$ cat src/rtl/uart_rx_deframer.sv
// UART receiver that gathers NUM_WORDS start/data/stop packets into one wide beat
// and presents it on a one-deep valid/ready output register.
module uart_rx_deframer #(
  parameter int CLOCKS_PER_PULSE = 4,
  parameter int BITS_PER_WORD    = 8,
  parameter int PACKET_SIZE      = 13,
  parameter int W_OUT            = 24
) (
  input  logic                                         clk,
  input  logic                                         rstn,
  input  logic                                         rx,
  output logic [W_OUT/BITS_PER_WORD-1:0][BITS_PER_WORD-1:0] m_data,
  output logic                                         m_valid,
  input  logic                                         m_ready,
  output logic                                         frame_err,
  output logic                                         overrun
);

  localparam int END_BITS  = PACKET_SIZE - BITS_PER_WORD - 1;
  localparam int NUM_WORDS = W_OUT / BITS_PER_WORD;
  localparam int CW        = (CLOCKS_PER_PULSE > 2) ? $clog2(CLOCKS_PER_PULSE) : 1;
  localparam int BW        = $clog2(PACKET_SIZE);
  localparam int WW        = (NUM_WORDS > 1) ? $clog2(NUM_WORDS) : 1;

  typedef enum logic [2:0] {IDLE, START, DATA, STOP, RESYNC, DELIVER} state_t;
  typedef logic [NUM_WORDS-1:0][BITS_PER_WORD-1:0] beat_t;

  state_t        state_reg, state_next;
  logic [CW-1:0] c_clocks_reg, c_clocks_next;
  logic [BW-1:0] c_bits_reg, c_bits_next;
  logic [WW-1:0] c_words_reg, c_words_next;
  beat_t         asm_reg, asm_next;
  beat_t         out_reg, out_next;
  logic          valid_reg, valid_next;
  logic          frame_err_reg, frame_err_next;
  logic          overrun_reg, overrun_next;
  logic          rx_meta_reg, rx_s_reg;
  logic          bit_tick;

  assign m_data    = out_reg;
  assign m_valid   = valid_reg;
  assign frame_err = frame_err_reg;
  assign overrun   = overrun_reg;
  assign bit_tick  = (c_clocks_reg == CW'(CLOCKS_PER_PULSE - 1));

  always_ff @(posedge clk) begin
    if (!rstn) begin
      state_reg     <= IDLE;
      c_clocks_reg  <= '0;
      c_bits_reg    <= '0;
      c_words_reg   <= '0;
      asm_reg       <= '0;
      out_reg       <= '0;
      valid_reg     <= 1'b0;
      frame_err_reg <= 1'b0;
      overrun_reg   <= 1'b0;
      rx_meta_reg   <= 1'b1;
      rx_s_reg      <= 1'b1;
    end else begin
      state_reg     <= state_next;
      c_clocks_reg  <= c_clocks_next;
      c_bits_reg    <= c_bits_next;
      c_words_reg   <= c_words_next;
      asm_reg       <= asm_next;
      out_reg       <= out_next;
      valid_reg     <= valid_next;
      frame_err_reg <= frame_err_next;
      overrun_reg   <= overrun_next;
      rx_meta_reg   <= rx;
      rx_s_reg      <= rx_meta_reg;
    end
  end

  always_comb begin
    state_next     = state_reg;
    c_clocks_next  = c_clocks_reg;
    c_bits_next    = c_bits_reg;
    c_words_next   = c_words_reg;
    asm_next       = asm_reg;
    out_next       = out_reg;
    valid_next     = valid_reg;
    frame_err_next = 1'b0;
    overrun_next   = 1'b0;

    // A handshake frees the output register; DELIVER below may refill it in the same cycle.
    if (valid_reg && m_ready) valid_next = 1'b0;

    case (state_reg)
      IDLE: begin
        if (!rx_s_reg) begin
          state_next    = START;
          c_clocks_next = '0;
        end
      end
      START: begin
        if (c_clocks_reg == CW'(CLOCKS_PER_PULSE / 2 - 1)) begin
          c_clocks_next = '0;
          c_bits_next   = '0;
          state_next    = rx_s_reg ? IDLE : DATA;
        end else begin
          c_clocks_next = c_clocks_reg + 1'b1;
        end
      end
      DATA: begin
        if (bit_tick) begin
          c_clocks_next = '0;
          for (int i = 0; i < NUM_WORDS; i++) begin
            if (c_words_reg == WW'(i))
              asm_next[i] = {rx_s_reg, asm_reg[i][BITS_PER_WORD-1:1]};
          end
          if (c_bits_reg == BW'(BITS_PER_WORD - 1)) begin
            c_bits_next = '0;
            state_next  = STOP;
          end else begin
            c_bits_next = c_bits_reg + 1'b1;
          end
        end else begin
          c_clocks_next = c_clocks_reg + 1'b1;
        end
      end
      STOP: begin
        if (bit_tick) begin
          c_clocks_next = '0;
          if (!rx_s_reg) begin
            frame_err_next = 1'b1;
            c_words_next   = '0;
            c_bits_next    = '0;
            asm_next       = '0;
            state_next     = RESYNC;
          end else if (c_bits_reg == BW'(END_BITS - 1)) begin
            c_bits_next = '0;
            if (c_words_reg == WW'(NUM_WORDS - 1)) begin
              state_next = DELIVER;
            end else begin
              c_words_next = c_words_reg + 1'b1;
              state_next   = IDLE;
            end
          end else begin
            c_bits_next = c_bits_reg + 1'b1;
          end
        end else begin
          c_clocks_next = c_clocks_reg + 1'b1;
        end
      end
      RESYNC: begin
        // Any low sample restarts the full idle bit-time requirement.
        if (!rx_s_reg) begin
          c_clocks_next = '0;
        end else if (bit_tick) begin
          c_clocks_next = '0;
          state_next    = IDLE;
        end else begin
          c_clocks_next = c_clocks_reg + 1'b1;
        end
      end
      DELIVER: begin
        if (!valid_reg || m_ready) begin
          out_next   = asm_reg;
          valid_next = 1'b1;
        end else begin
          overrun_next = 1'b1;
        end
        c_words_next = '0;
        state_next   = IDLE;
      end
      default: state_next = IDLE;
    endcase
  end

endmodule
$ cat config.mk
export PLATFORM = sky130hd
export DESIGN_NAME = uart_rx_deframer
export DESIGN_NICKNAME = d
export VERILOG_FILES = /design/src/rtl/uart_rx_deframer.sv
export SDC_FILE = /design/constraint.sdc
export NUM_CORES = 1
export LEC_CHECK = 0
export ABC_AREA = 1
export BUFFER_PORTS_ARGS = -buffer_cell sky130_fd_sc_hd__clkbuf_2
export CAP_MARGIN = 30
export CORE_MARGIN = 1
export CORE_UTILIZATION = 40
export CTS_CLUSTER_DIAMETER = 120
export DETAILED_ROUTE_END_ITERATION = 8
export GPL_ROUTABILITY_DRIVEN = 1
export PLACE_DENSITY_LB_ADDON = 0.15
export SETUP_SLACK_MARGIN = 0.4
export SLEW_MARGIN = 10
export SYNTH_ARGS = -nofsm -noshare
export SYNTH_HDL_FRONTEND = slang
export SYNTH_SLANG_ARGS = --single-unit
$ cat constraint.sdc
create_clock -name clk -period 1.3 [get_ports clk]
set_input_delay 0.26 -clock clk [delete_from_list [all_inputs] [get_ports clk]]
set_output_delay 0.26 -clock clk [all_outputs]
set_load 0.01 [all_outputs]
==> results.ini, run 1 <==
[worst_hold_path]
hp-class = in2reg
worstHoldEndpoint = rx_meta_reg$_SDFF_PN1_
hold_path_depth = 2
hold_start = rx

[placed_design]
port_buffers = 30
numPlacedInstances = 473
gp_congestion = 0.834
hpwl_um = 3830

[synth]
syn_area_sq_um = 2680
synth_top_flop_cell = dfxtp_1
synth_top_family_by_area = simple AND/OR/NAND/NOR gates
synth-edff-count = 0
synth_compound_area_share_pct = 15.4
async_reset_ff_share_pct = 0
synth_xor_area_share_pct = 0.326
ys_seq_area_share_pct = 47.8
synth_simple_gate_area_share_pct = 26.0
ys_ff_latch = 64
synthMuxAreaShare_pct = 0
ys_warn_count = 0
syn-mean-instance-area_sq_um = 7.33
synth_nets = 377
synth_fa_ha_area_share_pct = 3.26
yosysUniqueCellTypes = 25
netlist_instances = 366

[critical_path]
start_kind = flop
r2r_setup_slack_ns = -0.03
r2r-start = state_reg[2]$_SDFFE_PN0P_
reg2reg_to = c_words_reg[0]$_SDFFE_PN0P_
path_class = reg2reg
endpoint_kind = flop
critPathMaxFanout = 5
worstSetupStartpoint = state_reg[2]$_SDFFE_PN0P_
ff2ff_path_depth = 9
worstPathRequired_ns = 1.54
arrival_ns = 1.57

[final_layout]
final_nets = 443
fin_cells = 513
final_common_cell = nor2_1
diodes = 0
synthToLayoutAreaGrowth_pct = 60.6
layout-drive-gt1-share_pct = 55.0
final_cell_mix = 53 x nor2_1, 49 x nand2_1, 33 x buf_6

[grt]
grt_pass1_vias = 2464
antenna_found_initial = 0
grt_max_degree = 36
overflow = 0
grt_usage_pct = 20.2
met3_usage_pct = 6.33
grt_pass1_wl_um = 11300
gr-max-usage-layer = met2
use_met1_pct = 24.8
grtUsageMet2_pct = 33.6

[timing]
rsz0062_at_grt = yes
worst_slack_ns = -0.0298
fin_worst_skew_ns = 0.00590
clock.fmax_mhz = 752
hold_slack_ns = 0.105
finalSetupViolCount = 6
worst_pin_slew_ns = 0.344
period_needed_ns = 1.33
max_slew_margin_pct = 77.0
final_max_slew_viol_count = 0
period_share_pct = 102
hold_viol_final = 0

[clock_tree]
cts_buffers = 9
clock_latency_ns = 0.34
htreeDepth = 3
cts_root_buffer = clkbuf_8
clockBufferDepth = 2
hold_buffers = 0
cts_tree = yes
cts.sinks = 64
clkTransAtPathRegs_ns = 0.07

[pwr]
switchingPower_mw = 2.17
seqPwrFrac_pct = 38.8
internal-power_mw = 3.98
p_leak_nw = 1.73
power_frac_comb_pct = 36.2
power_density_nw_per_um2 = 1430
peakVddDrop_mv = 0.773
sw_frac_of_total_pct = 35.3
p_clk_share_pct = 25.0

[run_status]
outcome = complete, but fails checks
violations = DRC, setup timing

[detailed_routing]
num_vias = 2615
remaining_drc_errors = 3
drt_first_pass_iters = 6
viasPerCell = 5.10
drt_iter0_markers = 105
post_drt_wl_per_cell_um = 14.3
wl_um = 7360
final_antenna_net_count = 0

[floorplanning]
dieWidth_um = 83.9
dieArea_sq_um = 7040
die_h_um = 83.9
placementRows = 29
initial_utilization_pct = 41.8
pin_count = 31
coreArea_sq_um = 6420

[flow_run]
max_cap_viol_count = 0

==> critical path: stages, from the launching register on <==
cell,delay [ns]
dfxtp_4,0.39
inv_4,0.06
nand2_2,0.13
nor2_1,0.07
nand2_2,0.12
nand2_1,0.12
nor2_4,0.16
nand2_1,0.07
nand2_1,0.07
nor2_1,0.04
==> Yosys cell counts (5+ instances only) <==
cell | instances | area [sq um]
clkbuf_1 | 7 | 26.3
nand3_1 | 21 | 105
nand2_1 | 57 | 214
inv_2 | 5 | 18.8
nor2_1 | 77 | 289
a21oi_1 | 40 | 200
inv_1 | 26 | 97.6
o21ai_0 | 35 | 175
dfxtp_1 | 64 | 1280
ha_1 | 7 | 87.6
nor2_2 | 6 | 37.5
==> metrics by stage <==
stage	power, mW	utilization (%)	instance area, sq um	worst slack (ns)	TNS [ns]
after floorplan	3.29	-	2800	0.0764	0
after global placement	3.65	48.0	3080	-0.0323	-0.111
after detailed placement	3.66	48.0	3080	-0.0711	-0.823
after global routing	6.50	67.1	4310	-0.111	-2.32
after CTS	5.64	57.2	3670	0.0270	0
final	6.15	67.1	4310	-0.0298	-0.0644
==> worst max path at each step <==
stage	to	slack [ns]	cells after the start
5_1_grt	asm_reg[0]$_SDFFE_PN0P_	-0.11	7
2_1_floorplan	asm_reg[16]$_SDFFE_PN0P_	0.08	7
6_report	c_words_reg[0]$_SDFFE_PN0P_	-0.03	9
3_5_place_dp	m_data[17]$_SDFFE_PN0P_	-0.07	7
4_1_cts	asm_reg[14]$_SDFFE_PN0P_	0.03	7
3_3_place_gp	asm_reg[0]$_SDFFE_PN0P_	-0.03	7
==> timing repair <==
| action | CTS | global route |
|---|---|---|
| setup buffers | 8 | 10 |
| resized for setup | 96 | 152 |
| pin swaps | 18 | 33 |
| setup endpoints to repair | 89 | 89 |
| cloned | 4 | 3 |
==> metal layers <==
metal	wire, um	up-vias
met5	0	-
met1	3220	1238
met4	106	0
met3	231	11
met2	3800	49
li1	-	1317
==> cells by family (layout without fill, tap and decap cells) <==
group	Yosys count	in the layout
simple gates	169	169
compound gates	79	80
flops	64	64
buf+inv	46	115
fa+ha+maj	7	7
xor+xnor	1	1
==> power groups by stage <==
stage	sequential, mW	clock, mW	combinational [mW]
finish	2.39	1.54	2.23
global route	2.41	1.67	2.43
CTS	2.33	1.57	1.74
detailed placement	2.35	0	1.31
global placement	2.35	0	1.31
floorplan	2.35	0	0.935
==> final cells by class <==
class | instances | area [sq um]
inverter | 31 | 160
fill | 467 | 2110
multi-input combinational | 257 | 1720
timing repair buffer | 68 | 802
timing repair inverter | 1 | 11.3
tap | 77 | 96.3
clock inverter | 3 | 16.3
clock buffer | 12 | 155
sequential | 64 | 1350
No activity file was read; power rests on OpenSTA's default activity.
==> inputs of run 2 (changes only) <==
--- a/config.mk
+++ b/config.mk
@@ -11,5 +11,5 @@
 export CORE_MARGIN = 1
 export CORE_UTILIZATION = 40
-export CTS_CLUSTER_DIAMETER = 120
+export CTS_CLUSTER_DIAMETER = 100
 export DETAILED_ROUTE_END_ITERATION = 8
 export GPL_ROUTABILITY_DRIVEN = 1
==> constraint.sdc (replaced) <==
create_clock -name clk -period 1.3 [get_ports clk]
set_input_delay 0.26 -clock clk [delete_from_list [all_inputs] [get_ports clk]]
set_output_delay 0.26 -clock clk [all_outputs]
set_load 0.1 [all_outputs]
==> run 2 against run 1 <==
Compared with the run above: the flow finishes with violations (DRC); largest cell class unchanged; global-route usage hardly changed; clock skew rose by 0.0030 ns; register-to-register slack gained 0.03 ns; maximum frequency up 2.5%; clock power increased by 23%; sequential power hardly changed; non-clock buffer count grew 4; largest power group is now combinational logic; critical path depth down 1; combinational power is 33% higher; via count up 0.96%; sequential cell count did not move; power up 18%.
==> results.ini, run 2 (same netlist as run 1, synthesis figures left out) <==
[final_layout]
final_cell_mix = 51 x nor2_1, 47 x nand2_1, 29 x buf_12
final_nets = 448  ; +1.1%
fin_cells = 519  ; +1.2%
layout-drive-gt1-share_pct = 56.6  ; +1.5 points
fill_cells = 465  ; -0.43%
synthToLayoutAreaGrowth_pct = 69.9
final_common_cell = nor2_1
diodes = 0  ; unchanged

[timing]
clock.fmax_mhz = 771  ; +2.5%
rsz0062_at_grt = yes
period_needed_ns = 1.30  ; -0.0326 ns
hold_slack_ns = 0.107  ; +0.00271 ns
final_max_slew_viol_count = 0  ; unchanged
worst_pin_slew_ns = 0.318  ; -0.0260 ns
finalSetupTns_ns = 0  ; +0.0644 ns
max_slew_margin_pct = 78.7  ; +1.7 points
fin_worst_skew_ns = 0.00886  ; +0.00295 ns
hold_viol_final = 0  ; unchanged
period_share_pct = 99.8  ; -2.5 points
finalSetupViolCount = 0  ; -6

[placed_design]
numPlacedInstances = 483  ; +2.1%
port_buffers = 30  ; unchanged
hpwl_um = 4280  ; +12%
gp_congestion = 0.910  ; +9.1%

[flow_run]
max_cap_viol_count = 0  ; unchanged

[floorplanning]
placementRows = 29  ; unchanged
dieWidth_um = 83.9  ; unchanged
pin_count = 31  ; unchanged
dieArea_sq_um = 7040  ; unchanged
initial_utilization_pct = 41.8  ; unchanged
coreArea_sq_um = 6420  ; unchanged
die_h_um = 83.9  ; unchanged

[pwr]
power_density_nw_per_um2 = 1590  ; +12%
p_leak_nw = 1.81  ; +4.8%
peakVddDrop_mv = 1.06  ; +37%

[detailed_routing]
num_vias = 2640  ; +0.96%
remaining_drc_errors = 6  ; +3
drt_first_pass_iters = 6  ; unchanged
final_antenna_net_count = 0  ; unchanged
drt_iter0_markers = 131  ; +25%
post_drt_wl_per_cell_um = 13.5  ; -5.5%
wl_um = 7030  ; -4.4%
viasPerCell = 5.09  ; -0.21%

[critical_path]
start_kind = flop
critPathMaxFanout = 4  ; -1
worstPathRequired_ns = 1.53  ; about the same
endpoint_kind = flop
path_class = reg2reg
arrival_ns = 1.53  ; -0.04 ns
ff2ff_path_depth = 8  ; -1

[clock_tree]
htreeDepth = 3  ; unchanged
cts_buffers = 9  ; unchanged
cts.sinks = 64  ; unchanged
clkTransAtPathRegs_ns = 0.07  ; about the same
clock_latency_ns = 0.35  ; about the same
cts_tree = yes
cts_root_buffer = clkbuf_8
hold_buffers = 0  ; unchanged
clockBufferDepth = 2  ; unchanged

[worst_hold_path]
hp-class = in2reg
hold_path_depth = 2  ; unchanged

[grt]
grt_max_degree = 33  ; -8.3%
antenna_found_initial = 0  ; unchanged
overflow = 0  ; unchanged
grt_pass1_vias = 2397  ; -2.7%
grt_pass1_wl_um = 11200  ; -0.49%
grt_usage_pct = 20.2  ; about the same

[run_status]
violations = DRC
outcome = complete, but fails checks

run 2: cell count changes in the layout (fill, tap and decap cells not counted), moves of 5 or more:
cell and delta:
nand3_1 -6, nand3_2 +6, a21oi_1 +7, buf_4 +7
buf_12 +23, buf_8 +5, buf_6 -27, a21oi_2 -8
run 2: metal layers:
| metal | routed length (um) | GRT usage (%) |
|---|---|---|
| met5 | 0 | 0 |
| met4 | 140 | 7.99 |
| met3 | 226 | 4.85 |
| met2 | 3600 | 33.1 |
| met1 | 3060 | 25.4 |
run 2: worst paths after layout:
path                                    from                   endpoint  slack [ns]
setup / recovery  c_bits_reg[0]$_SDFFE_PN0P_  state_reg[0]$_SDFFE_PN0P_       0.003
hold / removal                            rx     rx_meta_reg$_SDFF_PN1_        0.11
setup reg to reg  c_bits_reg[0]$_SDFFE_PN0P_  state_reg[0]$_SDFFE_PN0P_       0.003
hold reg to reg       rx_meta_reg$_SDFF_PN1_        rx_s_reg$_SDFF_PN1_        0.42
run 2: final cells by class:
| type | count | area, sq um | area share, % |
|---|---|---|---|
| Inverter | 31 | 156 | 3.43 |
| Clock inverter | 4 | 48.8 | 1.07 |
| Clock buffer | 12 | 176 | 3.87 |
| Multi-Input combinational cell | 258 | 1740 | 38.1 |
| Sequential cell | 64 | 1350 | 29.7 |
| Timing Repair inverter | 1 | 8.76 | 0.192 |
| Tap cell | 77 | 96.3 | 2.11 |
| Timing Repair Buffer | 72 | 981 | 21.5 |
run 2: what timing repair did:
action	CTS	global route
buffers inserted	5	10
cloned	3	2
gates resized for setup	63	96
pin swaps	16	36
endpoints found under the setup margin	89	89
run 2: critical path: stages, from the launching register on:
cell     delay [ns]
dfxtp_4        0.38
ha_4           0.16
nand3_2        0.08
nand2_2        0.11
nand2_2        0.09
nor2_4         0.15
nand3_2        0.09
nand2_1        0.09
nor2_1         0.05
run 2: metrics by stage:
| stage | total power, mW | util, % | instance area, sq um | setup WS [ns] |
|---|---|---|---|---|
| after global placement | 4.65 | 57.4 | 3680 | -0.0295 |
| after global routing | 7.61 | 71.0 | 4560 | -0.0552 |
| final | 7.27 | 71.0 | 4560 | 0.00286 |
| after CTS | 6.85 | 64.8 | 4160 | 0.0372 |
| after detailed placement | 4.67 | 57.4 | 3680 | -0.0642 |
| after floorplan | 3.93 | - | 2930 | 0.0359 |
run 2: power by group:
part	switching, mW	internal (mW)	total (mW)	leakage (nW)
registers	0.232	2.17	2.40	0.537
logic	1.80	1.18	2.97	1.16
clock network	0.789	1.10	1.89	0.117
total	2.82	4.45	7.27	1.81
==> inputs of run 3 (changes only) <==
- clock period: 1.3 -> 1.43 ns (I/O delays scaled with it)
==> run 3 against run 2 <==
Compared with the run above: the flow still finishes with violations (DRC); hold slack improved by 0.026 ns; wire length increased by 2.6%; first-iteration DRC count decreased by 24%; clock power decreased by 17%; global-route usage increased by 0.67 points; non-clock buffer count increased by 5; sequential share of layout area decreased by 0.19 points; final cell count increased by 0.96%; die area unchanged; critical path type unchanged; largest power group unchanged.
==> results.ini, run 3 (same netlist as run 1, synthesis figures left out) <==
[critical_path]
slowest_delay_ns = 0.37  ; about the same
worstPathRequired_ns = 1.67  ; +0.14 ns
cp_num_buf_inv = 1  ; +1
cp.depth = 8  ; unchanged
crit_family = simple AND/OR/NAND/NOR gates
start_kind = flop
arrival_ns = 1.54  ; about the same
critPathMaxFanout = 4  ; unchanged
endpoint_kind = flop
r2r-start = state_reg[1]$_SDFFE_PN0P_
path_class = reg2reg
worstSetupStartpoint = state_reg[1]$_SDFFE_PN0P_
ff2ff_path_depth = 8  ; unchanged
crit_chain = buf_4 > nand2_4 > nor2_4 > a21oi_2 > nor2_4 > nand2_1 > nand2_1 > nor2_1
critPathSlowestCell = dfxtp_4

[final_layout]
final_nets = 453  ; +1.1%
diodes = 0  ; unchanged
fin_area_sq_um = 4610  ; +1.2%
final_cell_mix = 56 x nor2_1, 45 x nand2_1, 33 x buf_12
fill_cells = 448  ; -3.7%
fin_util_pct = 71.8  ; +0.86 points
synthToLayoutAreaGrowth_pct = 72.0
fin_cells = 524  ; +0.96%
layout-drive-gt1-share_pct = 55.5  ; -1.1 points
final_common_cell = nor2_1

[placed_design]
dp_slack_ns = -0.00941  ; +0.0548 ns
hpwl_um = 3860  ; -9.8%
numPlacedInstances = 467  ; -3.3%
gp_congestion = 0.816  ; -10%
port_buffers = 30  ; unchanged
dpl_cell_area_sq_um = 3230  ; -12%

[clock_tree]
cts.sinks = 64  ; unchanged
clkTransAtPathRegs_ns = 0.07  ; about the same
cts_root_buffer = clkbuf_8
clock_latency_ns = 0.35  ; about the same
cts_buffers = 9  ; unchanged
clockBufferDepth = 2  ; unchanged
htreeDepth = 3  ; unchanged
cts_tree = yes

[run_status]
outcome = complete, but fails checks
violations = DRC

[floorplanning]
die_h_um = 83.9  ; unchanged
placementRows = 29  ; unchanged
initial_utilization_pct = 41.8  ; unchanged
pin_count = 31  ; unchanged
dieArea_sq_um = 7040  ; unchanged
dieWidth_um = 83.9  ; unchanged
coreArea_sq_um = 6420  ; unchanged

[timing]
worst_slack_ns = 0.132  ; +0.129 ns
final_max_slew_viol_count = 0  ; unchanged
clock.fmax_mhz = 770  ; about the same
max_slew_margin_pct = 76.6  ; -2.1 points
period_needed_ns = 1.30  ; +0.000877 ns
rsz0062_at_grt = yes
worst_pin_slew_ns = 0.349  ; +0.0313 ns
period_share_pct = 90.8  ; -9.0 points
hold_viol_final = 0  ; unchanged
fin_worst_skew_ns = 0.00684  ; -0.00202 ns
finalSetupViolCount = 0  ; unchanged
hold_slack_ns = 0.134  ; +0.0263 ns

[pwr]
power_frac_comb_pct = 42.8  ; +1.9 points
power_density_nw_per_um2 = 1420  ; -11%
internal-power_mw = 3.97  ; -11%
p_leak_nw = 1.82  ; +0.27%
p_clk_share_pct = 23.8  ; -2.2 points
seqPwrFrac_pct = 33.4  ; +0.4 points
sw_frac_of_total_pct = 39.4  ; +0.66 points
switchingPower_mw = 2.58  ; -8.3%
peakVddDrop_mv = 1.11  ; +4.1%

[detailed_routing]
drt_iter0_markers = 99  ; -24%
final_antenna_net_count = 0  ; unchanged
post_drt_wl_per_cell_um = 13.8  ; +1.7%
wl_um = 7220  ; +2.6%
drt_first_pass_iters = 6  ; unchanged
remaining_drc_errors = 2  ; -4
num_vias = 2630  ; -0.38%
viasPerCell = 5.02  ; -1.3%

[flow_run]
max_cap_viol_count = 0  ; unchanged

[worst_hold_path]
hp-class = in2reg
hold_path_depth = 2  ; unchanged
hold_start = rx

[grt]
grt_max_degree = 28  ; -15%
overflow = 0  ; unchanged
grt_pass1_vias = 2371  ; -1.1%
grt_pass1_wl_um = 11500  ; +2.2%
grt_usage_pct = 20.8  ; +0.67 points
antenna_found_initial = 0  ; unchanged

run 3: path summary, 6_finish.rpt:
| path | endpoint | slack, ns |
|---|---|---|
| max reg2reg | c_words_reg[1]$_SDFFE_PN0P_ | 0.13 |
| min reg2reg | rx_s_reg$_SDFF_PN1_ | 0.41 |
| min | rx_meta_reg$_SDFF_PN1_ | 0.13 |
| max | c_words_reg[1]$_SDFFE_PN0P_ | 0.13 |
run 3: per-stage QoR:
stage	TNS, ns	power [mW]
2_1_floorplan	0	3.57
3_3_place_gp	0	3.89
3_5_place_dp	-0.0172	3.90
4_1_cts	0	6.23
5_1_grt	0	6.84
6_report	0	6.55
run 3: timing repair:
| action | CTS | global route |
|---|---|---|
| setup buffers | 23 | 12 |
| endpoints found under the hold margin | 0 | 0 |
| gates resized for setup | 175 | 56 |
| pin swaps | 35 | 36 |
| cloned | 6 | 0 |
| endpoints found under the setup margin | 89 | 89 |
| hold buffers | 0 | 0 |
run 3: power groups by stage:
stage               clock network, mW  registers, mW  logic, mW
floorplan                           0           2.66      0.914
global placement                    0           2.16       1.73
detailed placement                  0           2.17       1.74
CTS                              1.59           2.19       2.45
global route                     1.66           2.21       2.96
finish                           1.56           2.19       2.81
run 3: final cells by class:
class / instances / area [sq um] / area share, %
Clock buffer: 11 / 141 / 3.06
Clock inverter: 5 / 55.1 / 1.19
Inverter: 31 / 156 / 3.39
Multi-Input combinational cell: 259 / 1740 / 37.7
Sequential cell: 64 / 1360 / 29.5
Tap cell: 77 / 96.3 / 2.09
Timing Repair Buffer: 77 / 1070 / 23.1
run 3: layer usage:
layer	vias up	share of wire, %	global-route usage, %
met5	-	0	0
met2	52	51	34.4
met1	1222	44	26.4
met3	11	3.5	3.36
li1	1345	-	-
met4	0	1.6	10.3
